File: config.mk
export PLATFORM = sky130hd
export DESIGN_NAME = tri_setup
export DESIGN_NICKNAME = d
export VERILOG_FILES = /design/src/rtl/gpu_pkg.sv /design/src/rtl/tri_edge_coef.sv /design/src/rtl/tri_setup.sv
export SDC_FILE = /design/constraint.sdc
export NUM_CORES = 2
export LEC_CHECK = 0
export ABC_CLOCK_PERIOD_IN_PS = 24900
export BUFFER_PORTS_ARGS = -buffer_cell sky130_fd_sc_hd__buf_2
export CORE_UTILIZATION = 55
export CTS_BUF_LIST = sky130_fd_sc_hd__clkbuf_4 sky130_fd_sc_hd__clkbuf_8
export CTS_CLUSTER_SIZE = 14
export DETAILED_ROUTE_END_ITERATION = 7
export GPL_ROUTABILITY_DRIVEN = 0
export PLACE_DENSITY = 0.71
export RECOVER_POWER = 50
export SETUP_SLACK_MARGIN = 0.02
export SYNTH_ARGS = -nofsm -noshare
export SYNTH_HDL_FRONTEND = slang
export SYNTH_HIERARCHICAL = 1
export SYNTH_SLANG_ARGS = --single-unit
File: constraint.sdc
create_clock -name clk -period 24.9 [get_ports clk]
set_clock_uncertainty 0.15 [all_clocks]
set_input_delay 6.225 -clock clk [delete_from_list [all_inputs] [get_ports clk]]
set_output_delay 6.225 -clock clk [all_outputs]
set_load 0.01 [all_outputs]
File: src/rtl/gpu_pkg.sv
// Shared GPU front-end types and default geometry for the triangle setup stage
// and the rasteriser that consumes its results.
package gpu_pkg;

   localparam int XW_DEF       = 9;
   localparam int YW_DEF       = 8;
   localparam int SCREEN_W_DEF = 320;
   localparam int SCREEN_H_DEF = 240;

   // Vertex packed as {x, y}, both unsigned screen coordinates
   typedef struct packed {
      logic [XW_DEF-1:0] x;
      logic [YW_DEF-1:0] y;
   } vertex_t;

   // Setup result handed to the rasteriser
   typedef struct packed {
      logic signed [YW_DEF:0]        a1, a2, a3;
      logic signed [XW_DEF:0]        b1, b2, b3;
      logic signed [XW_DEF+YW_DEF:0] c1, c2, c3;
      logic [XW_DEF+YW_DEF+1:0]      area2;
      logic [XW_DEF-1:0]             bbxi, bbxf;
      logic [YW_DEF-1:0]             bbyi, bbyf;
   } setup_result_t;

endpackage

File: src/rtl/tri_edge_coef.sv
// One edge i->j of the triangle: A and B in the first stage together with the
// two cross products, C in the second stage. Products are registered on their
// own so the multipliers map onto DSP blocks with their output registers.
module tri_edge_coef
   import gpu_pkg::*;
#(
   parameter int XW = XW_DEF,
   parameter int YW = YW_DEF
) (
   input  logic                 clk,
   input  logic                 en,
   input  logic [XW-1:0]        xi,
   input  logic [YW-1:0]        yi,
   input  logic [XW-1:0]        xj,
   input  logic [YW-1:0]        yj,
   output logic signed [YW:0]   a,
   output logic signed [XW:0]   b,
   output logic signed [XW+YW:0] c
);

   logic signed [YW:0]    a_s1_reg, a_s2_reg;
   logic signed [XW:0]    b_s1_reg, b_s2_reg;
   logic [XW+YW-1:0]      p_ij_reg, p_ji_reg;
   logic signed [XW+YW:0] c_reg;

   // Stage 1: zero-extended differences and the two unsigned cross products
   always_ff @(posedge clk) begin
      if (en) begin
         a_s1_reg <= $signed({1'b0, yi}) - $signed({1'b0, yj});
         b_s1_reg <= $signed({1'b0, xj}) - $signed({1'b0, xi});
         p_ij_reg <= (XW+YW)'(xi) * (XW+YW)'(yj);
         p_ji_reg <= (XW+YW)'(xj) * (XW+YW)'(yi);
      end
   end

   // Stage 2: C from the registered products, A/B carried alongside
   always_ff @(posedge clk) begin
      if (en) begin
         a_s2_reg <= a_s1_reg;
         b_s2_reg <= b_s1_reg;
         c_reg    <= $signed({1'b0, p_ij_reg}) - $signed({1'b0, p_ji_reg});
      end
   end

   assign a = a_s2_reg;
   assign b = b_s2_reg;
   assign c = c_reg;

endmodule

File: src/rtl/tri_setup.sv
// Triangle setup: edge coefficients, doubled area and clipped bounding box,
// three register stages under one global advance, with in-line culling of
// back-facing, degenerate and off-screen triangles.
module tri_setup
   import gpu_pkg::*;
#(
   parameter int XW       = XW_DEF,
   parameter int YW       = YW_DEF,
   parameter int SCREEN_W = SCREEN_W_DEF,
   parameter int SCREEN_H = SCREEN_H_DEF,
   parameter bit CULL_BACK = 1'b1
) (
   input  logic                   clk,
   input  logic                   rst,
   input  logic [XW+YW-1:0]       v1,
   input  logic [XW+YW-1:0]       v2,
   input  logic [XW+YW-1:0]       v3,
   input  logic                   in_valid,
   output logic                   in_ready,
   output logic                   out_valid,
   input  logic                   out_ready,
   output logic signed [YW:0]     a1, a2, a3,
   output logic signed [XW:0]     b1, b2, b3,
   output logic signed [XW+YW:0]  c1, c2, c3,
   output logic [XW+YW+1:0]       area2,
   output logic [XW-1:0]          bbxi, bbxf,
   output logic [YW-1:0]          bbyi, bbyf,
   output logic                   cull_pulse,
   output logic [15:0]            cull_count
);

   localparam int CW = XW + YW + 1;
   localparam int SW = XW + YW + 2;
   localparam logic [XW-1:0] X_LAST = XW'(SCREEN_W - 1);
   localparam logic [YW-1:0] Y_LAST = YW'(SCREEN_H - 1);
   localparam logic [XW:0]   X_LIM  = (XW+1)'(SCREEN_W);
   localparam logic [YW:0]   Y_LIM  = (YW+1)'(SCREEN_H);

   logic adv;
   logic out_valid_reg, cull_pulse_reg, s1_valid_reg, s2_valid_reg;
   logic [15:0] cull_count_reg;

   logic [XW-1:0] vx [3];
   logic [YW-1:0] vy [3];
   logic signed [YW:0]   a_s2 [3];
   logic signed [XW:0]   b_s2 [3];
   logic signed [CW-1:0] c_s2 [3];

   logic [XW-1:0] min_x_next, max_x_next, min_x_reg, max_x_reg;
   logic [YW-1:0] min_y_next, max_y_next, min_y_reg, max_y_reg;
   logic [XW-1:0] bbxi_s2_reg, bbxf_s2_reg;
   logic [YW-1:0] bbyi_s2_reg, bbyf_s2_reg;
   logic          off_s2_reg;

   logic signed [SW-1:0] s_sum;
   logic                 s_neg, cull_dec, pass_dec;

   logic signed [YW:0]   a_out_reg [3];
   logic signed [XW:0]   b_out_reg [3];
   logic signed [CW-1:0] c_out_reg [3];
   logic [SW-1:0]        area_reg;
   logic [XW-1:0]        bbxi_reg, bbxf_reg;
   logic [YW-1:0]        bbyi_reg, bbyf_reg;

   // Whole pipeline moves together; only a held result stalls it
   assign adv      = !out_valid_reg || out_ready;
   assign in_ready = adv;

   assign vx[0] = v1[XW+YW-1:YW];
   assign vy[0] = v1[YW-1:0];
   assign vx[1] = v2[XW+YW-1:YW];
   assign vy[1] = v2[YW-1:0];
   assign vx[2] = v3[XW+YW-1:YW];
   assign vy[2] = v3[YW-1:0];

   // Edges (1,2), (2,3), (3,1)
   generate
      for (genvar gi = 0; gi < 3; gi++) begin : g_edge
         tri_edge_coef #(.XW(XW), .YW(YW)) u_edge (
            .clk (clk),
            .en  (adv),
            .xi  (vx[gi]),
            .yi  (vy[gi]),
            .xj  (vx[(gi+1)%3]),
            .yj  (vy[(gi+1)%3]),
            .a   (a_s2[gi]),
            .b   (b_s2[gi]),
            .c   (c_s2[gi])
         );
      end
   endgenerate

   // Raw bounding box of the incoming vertex set
   always_comb begin
      min_x_next = vx[0];
      max_x_next = vx[0];
      min_y_next = vy[0];
      max_y_next = vy[0];
      for (int i = 1; i < 3; i++) begin
         if (vx[i] < min_x_next) min_x_next = vx[i];
         if (vx[i] > max_x_next) max_x_next = vx[i];
         if (vy[i] < min_y_next) min_y_next = vy[i];
         if (vy[i] > max_y_next) max_y_next = vy[i];
      end
   end

   // Box datapath: raw extents in stage 1, clipped box and off-screen flag in stage 2
   always_ff @(posedge clk) begin
      if (adv) begin
         min_x_reg   <= min_x_next;
         max_x_reg   <= max_x_next;
         min_y_reg   <= min_y_next;
         max_y_reg   <= max_y_next;
         bbxi_s2_reg <= min_x_reg;
         bbyi_s2_reg <= min_y_reg;
         bbxf_s2_reg <= (max_x_reg > X_LAST) ? X_LAST : max_x_reg;
         bbyf_s2_reg <= (max_y_reg > Y_LAST) ? Y_LAST : max_y_reg;
         off_s2_reg  <= ({1'b0, min_x_reg} >= X_LIM) || ({1'b0, min_y_reg} >= Y_LIM);
      end
   end

   // Stage valid bits; a bubble advances like any other slot
   always_ff @(posedge clk) begin
      if (rst) begin
         s1_valid_reg <= 1'b0;
         s2_valid_reg <= 1'b0;
      end else if (adv) begin
         s1_valid_reg <= in_valid;
         s2_valid_reg <= s1_valid_reg;
      end
   end

   // Orientation from the C sum; zero area and off-screen are always culled
   always_comb begin
      s_sum    = {c_s2[0][CW-1], c_s2[0]} + {c_s2[1][CW-1], c_s2[1]} + {c_s2[2][CW-1], c_s2[2]};
      s_neg    = s_sum[SW-1];
      cull_dec = (s_sum == '0) || off_s2_reg || (s_neg && CULL_BACK);
      pass_dec = s2_valid_reg && !cull_dec;
   end

   // Output register: loaded only with kept triangles, winding normalised to positive
   always_ff @(posedge clk) begin
      if (rst) begin
         out_valid_reg  <= 1'b0;
         cull_pulse_reg <= 1'b0;
         cull_count_reg <= '0;
         area_reg       <= '0;
         bbxi_reg       <= '0;
         bbxf_reg       <= '0;
         bbyi_reg       <= '0;
         bbyf_reg       <= '0;
         for (int i = 0; i < 3; i++) begin
            a_out_reg[i] <= '0;
            b_out_reg[i] <= '0;
            c_out_reg[i] <= '0;
         end
      end else if (adv) begin
         out_valid_reg  <= pass_dec;
         cull_pulse_reg <= s2_valid_reg && cull_dec;
         if (s2_valid_reg && cull_dec && cull_count_reg != 16'hFFFF)
            cull_count_reg <= cull_count_reg + 16'd1;
         if (pass_dec) begin
            area_reg <= s_neg ? SW'(-s_sum) : SW'(s_sum);
            bbxi_reg <= bbxi_s2_reg;
            bbxf_reg <= bbxf_s2_reg;
            bbyi_reg <= bbyi_s2_reg;
            bbyf_reg <= bbyf_s2_reg;
            for (int i = 0; i < 3; i++) begin
               a_out_reg[i] <= s_neg ? -a_s2[i] : a_s2[i];
               b_out_reg[i] <= s_neg ? -b_s2[i] : b_s2[i];
               c_out_reg[i] <= s_neg ? -c_s2[i] : c_s2[i];
            end
         end
      end else begin
         cull_pulse_reg <= 1'b0;
      end
   end

   assign out_valid  = out_valid_reg;
   assign cull_pulse = cull_pulse_reg;
   assign cull_count = cull_count_reg;
   assign a1 = a_out_reg[0];
   assign a2 = a_out_reg[1];
   assign a3 = a_out_reg[2];
   assign b1 = b_out_reg[0];
   assign b2 = b_out_reg[1];
   assign b3 = b_out_reg[2];
   assign c1 = c_out_reg[0];
   assign c2 = c_out_reg[1];
   assign c3 = c_out_reg[2];
   assign area2 = area_reg;
   assign bbxi  = bbxi_reg;
   assign bbxf  = bbxf_reg;
   assign bbyi  = bbyi_reg;
   assign bbyf  = bbyf_reg;

endmodule

==> results.tsv <==
metric	value	unit
nFillCells	5955	
numCtsBuffers	90	
hold_viol_final	0	
num_vias	28000	
final_nets	4670	
setup_viol_count_final	0	
critPathMostFrequentCell	buf_2	
ys_types	98	
rows	97	
slew_headroom	-1.60	
dpl.hpwl	72400	microns
critical_path_class	in -> out	
synth_edf_count	450	
start_kind	input pin	
die_h	270	microns
syn_inst	3661	
total_power	5.36	mW
clock_latency	0.70	ns
ctsResizeCount	0	
route.detailed.drc	0	
grt_start_max_net_pins	172	
path_max_fanout	16	
grtUsageTotal	0.272	
die_area	72700	sq um
peakVddDrop	161	uV
io_pins	238	
async_flop_share	0	
yosys_register_bits	523	
maxCapViolCount	5	
antenna_found_initial	7	
cts_max_level	3	
clk_pin_slew	0.06	ns
drive_gt1_frac	0.0674	
worstHoldPathType	reg -> reg	
drt_iter0_markers	1929	
cp_cell_sequence	buf_2 -> nand2b_1 -> buf_2	
dr.pass1.iters	5	
post-route-period-util	0.557	
post-cts-setup-buffers	0	
violations	capacitance limit, slew limit	
outcome	finished with violations	
clock_sinks	523	
cts_tree	built	
drt_wl_total	98000	microns
cp-end-kind	output pin	
syn_area_per_cell	10.8	sq um
max_freq	72.2	MHz
crit_family	simple AND/OR/NAND/NOR gates	
ys.flop_type	edfxtp_1	
critPathSlowestCell	nand2b_1	
area_growth	9.76	%
io_buffers	237	
crit_buf_inv	2	
fp.dieW	270	microns
yosysSeqAreaShare	0.380	
syn_area	39400	sq um
grt_first_pass_wirelength	153000	microns
worst_pin_slew	3.90	ns
grt.overflow.total	0	
worstPathArrival	7.48	ns
wl_per_cell	19.8	microns
cts-root-buf	clkbuf_8	
maxSlewViolCount	294	
p_leak	19.8	nW
start_util	0.560	
cp.required	18.53	ns
postRouteAntennaNets	0	
grt_setup_unrepaired	no	
fp.coreArea	70400	sq um
setup_tns	0	ns
syn-num-nets	4397	
grt_pass1_vias	27500	
cts_buffer_depth	3	
period_minus_slack	13.86	ns
yosys_warnings	6	
power.density	124	nW/um^2
viasPerCell	5.66	
ctsHoldBuffers	0	
cpPeakStageDelay	0.87	ns
==> kinds of logic (layout without fill, tap and decap cells) <==
logic type | count (synthesis) | after routing | synth area share
mux | 73 | 73 | 0.0189
other cells | 0 | 1 | 0
xor+xnor | 136 | 136 | 0.0302
fa+ha+maj | 681 | 681 | 0.270
flops | 523 | 523 | 0.380
buf+inv | 631 | 978 | 0.0613
compound gates | 576 | 576 | 0.103
simple gates | 1041 | 1041 | 0.137
==> cells in the mapped netlist, types with 17 or more instances <==
cell type | n | area, sq um
nand2b_1 | 31 | 194
nand3_1 | 51 | 255
inv_1 | 530 | 1990
a31oi_1 | 18 | 113
dfxtp_1 | 73 | 1460
clkbuf_1 | 49 | 184
a21o_1 | 52 | 390
o31ai_1 | 21 | 158
or3_1 | 17 | 106
fa_1 | 280 | 5610
xnor2_1 | 98 | 858
nand4_1 | 26 | 163
and3_1 | 100 | 626
nor2_1 | 321 | 1200
o21a_1 | 62 | 465
ha_1 | 401 | 5020
buf_2 | 18 | 90.1
a22o_1 | 43 | 377
clkinv_1 | 30 | 113
mux2i_1 | 62 | 621
edfxtp_1 | 450 | 13500
nor2b_1 | 48 | 300
nor3_1 | 33 | 165
xor2_1 | 38 | 333
o21ai_1 | 22 | 110
and2_1 | 221 | 1380
a21oi_1 | 134 | 671
o21ai_0 | 80 | 400
nand2_1 | 131 | 492
==> cell usage in the layout, fill, tap and decap left out, drive strengths merged, types with 51 or more instances in the layout <==
master / count
inv: 533
edfxtp: 450
ha: 401
nor2: 321
clkbuf: 301
fa: 280
and2: 221
a21oi: 138
nand2: 131
o21ai: 105
and3: 100
xnor2: 98
buf: 74
dfxtp: 73
o21a: 63
mux2i: 62
clkinv: 61
a21o: 52
nand3: 51
==> layer usage <==
metal	global-route usage	vias up	part of all wire	wire length [microns]
met5	0	-	0.00048	47
met4	0.0842	8	0.026	2550
met3	0.0572	161	0.082	8010
met2	0.434	972	0.45	44400
met1	0.372	13700	0.44	43000
li1	-	13200	-	-
==> cell type report <==
type	count	area, sq um	area share
Multi-Input combinational cell	2507	22000	0.508
Clock buffer	123	1510	0.0348
Tap cell	940	1180	0.0272
Inverter	560	2100	0.0486
Timing Repair Buffer	252	1080	0.0249
Antenna cell	1	2.50	0.0000579
Sequential cell	523	15000	0.346
Clock inverter	43	437	0.0101
==> per-stage QoR <==
step / area [sq um] / setup WS (ns) / utilization / hold slack (ns) / std cells
after floorplan: 39400 / 2.77 / - / 0.250 / 3661
after global placement: 41600 / 11.66 / 0.591 / 0.251 / 4782
after detailed placement: 41600 / 11.65 / 0.591 / 0.255 / 4782
after CTS: 43500 / 11.65 / 0.619 / 0.262 / 4948
after global routing: 43200 / 11.01 / 0.614 / 0.265 / 4949
final: 43200 / 11.04 / 0.614 / 0.260 / 4949
==> worst register-to-register path: stages (launching register included) <==
cell and delay [ns]:
edfxtp_1 0.48, fa_1 0.52, ha_1 0.37, a21oi_1 0.31, o211ai_2 0.12, a31o_1 0.26, or3b_1 0.39, a222oi_1 0.33
buf_4 0.30, nor2b_1 0.32, o31a_2 0.71, a31oi_1 0.23, clkinvlp_2 1.23, buf_4 0.92
==> path summary, 6_finish.rpt <==
path | startpoint | endpoint | slack [ns] | depth (start not counted)
min reg2reg | g_edge[1].u_edge/a_s1_reg[3] | g_edge[1].u_edge/a[3] | 0.26 | 0
min | g_edge[1].u_edge/a_s1_reg[3] | g_edge[1].u_edge/a[3] | 0.26 | 0
max reg2reg | g_edge[1].u_edge/c[7] | c_out_reg[0][43] | 17.84 | 13
max | out_ready | in_ready | 11.04 | 3
==> power by group <==
group	internal, mW	total [mW]	switching (mW)	leakage, nW
registers	1.36	1.50	0.136	5.33
logic	1.16	3.03	1.86	13.4
clock network	0.471	0.835	0.364	1.03
total	2.99	5.36	2.37	19.8
(Power assumes the default switching activity.)
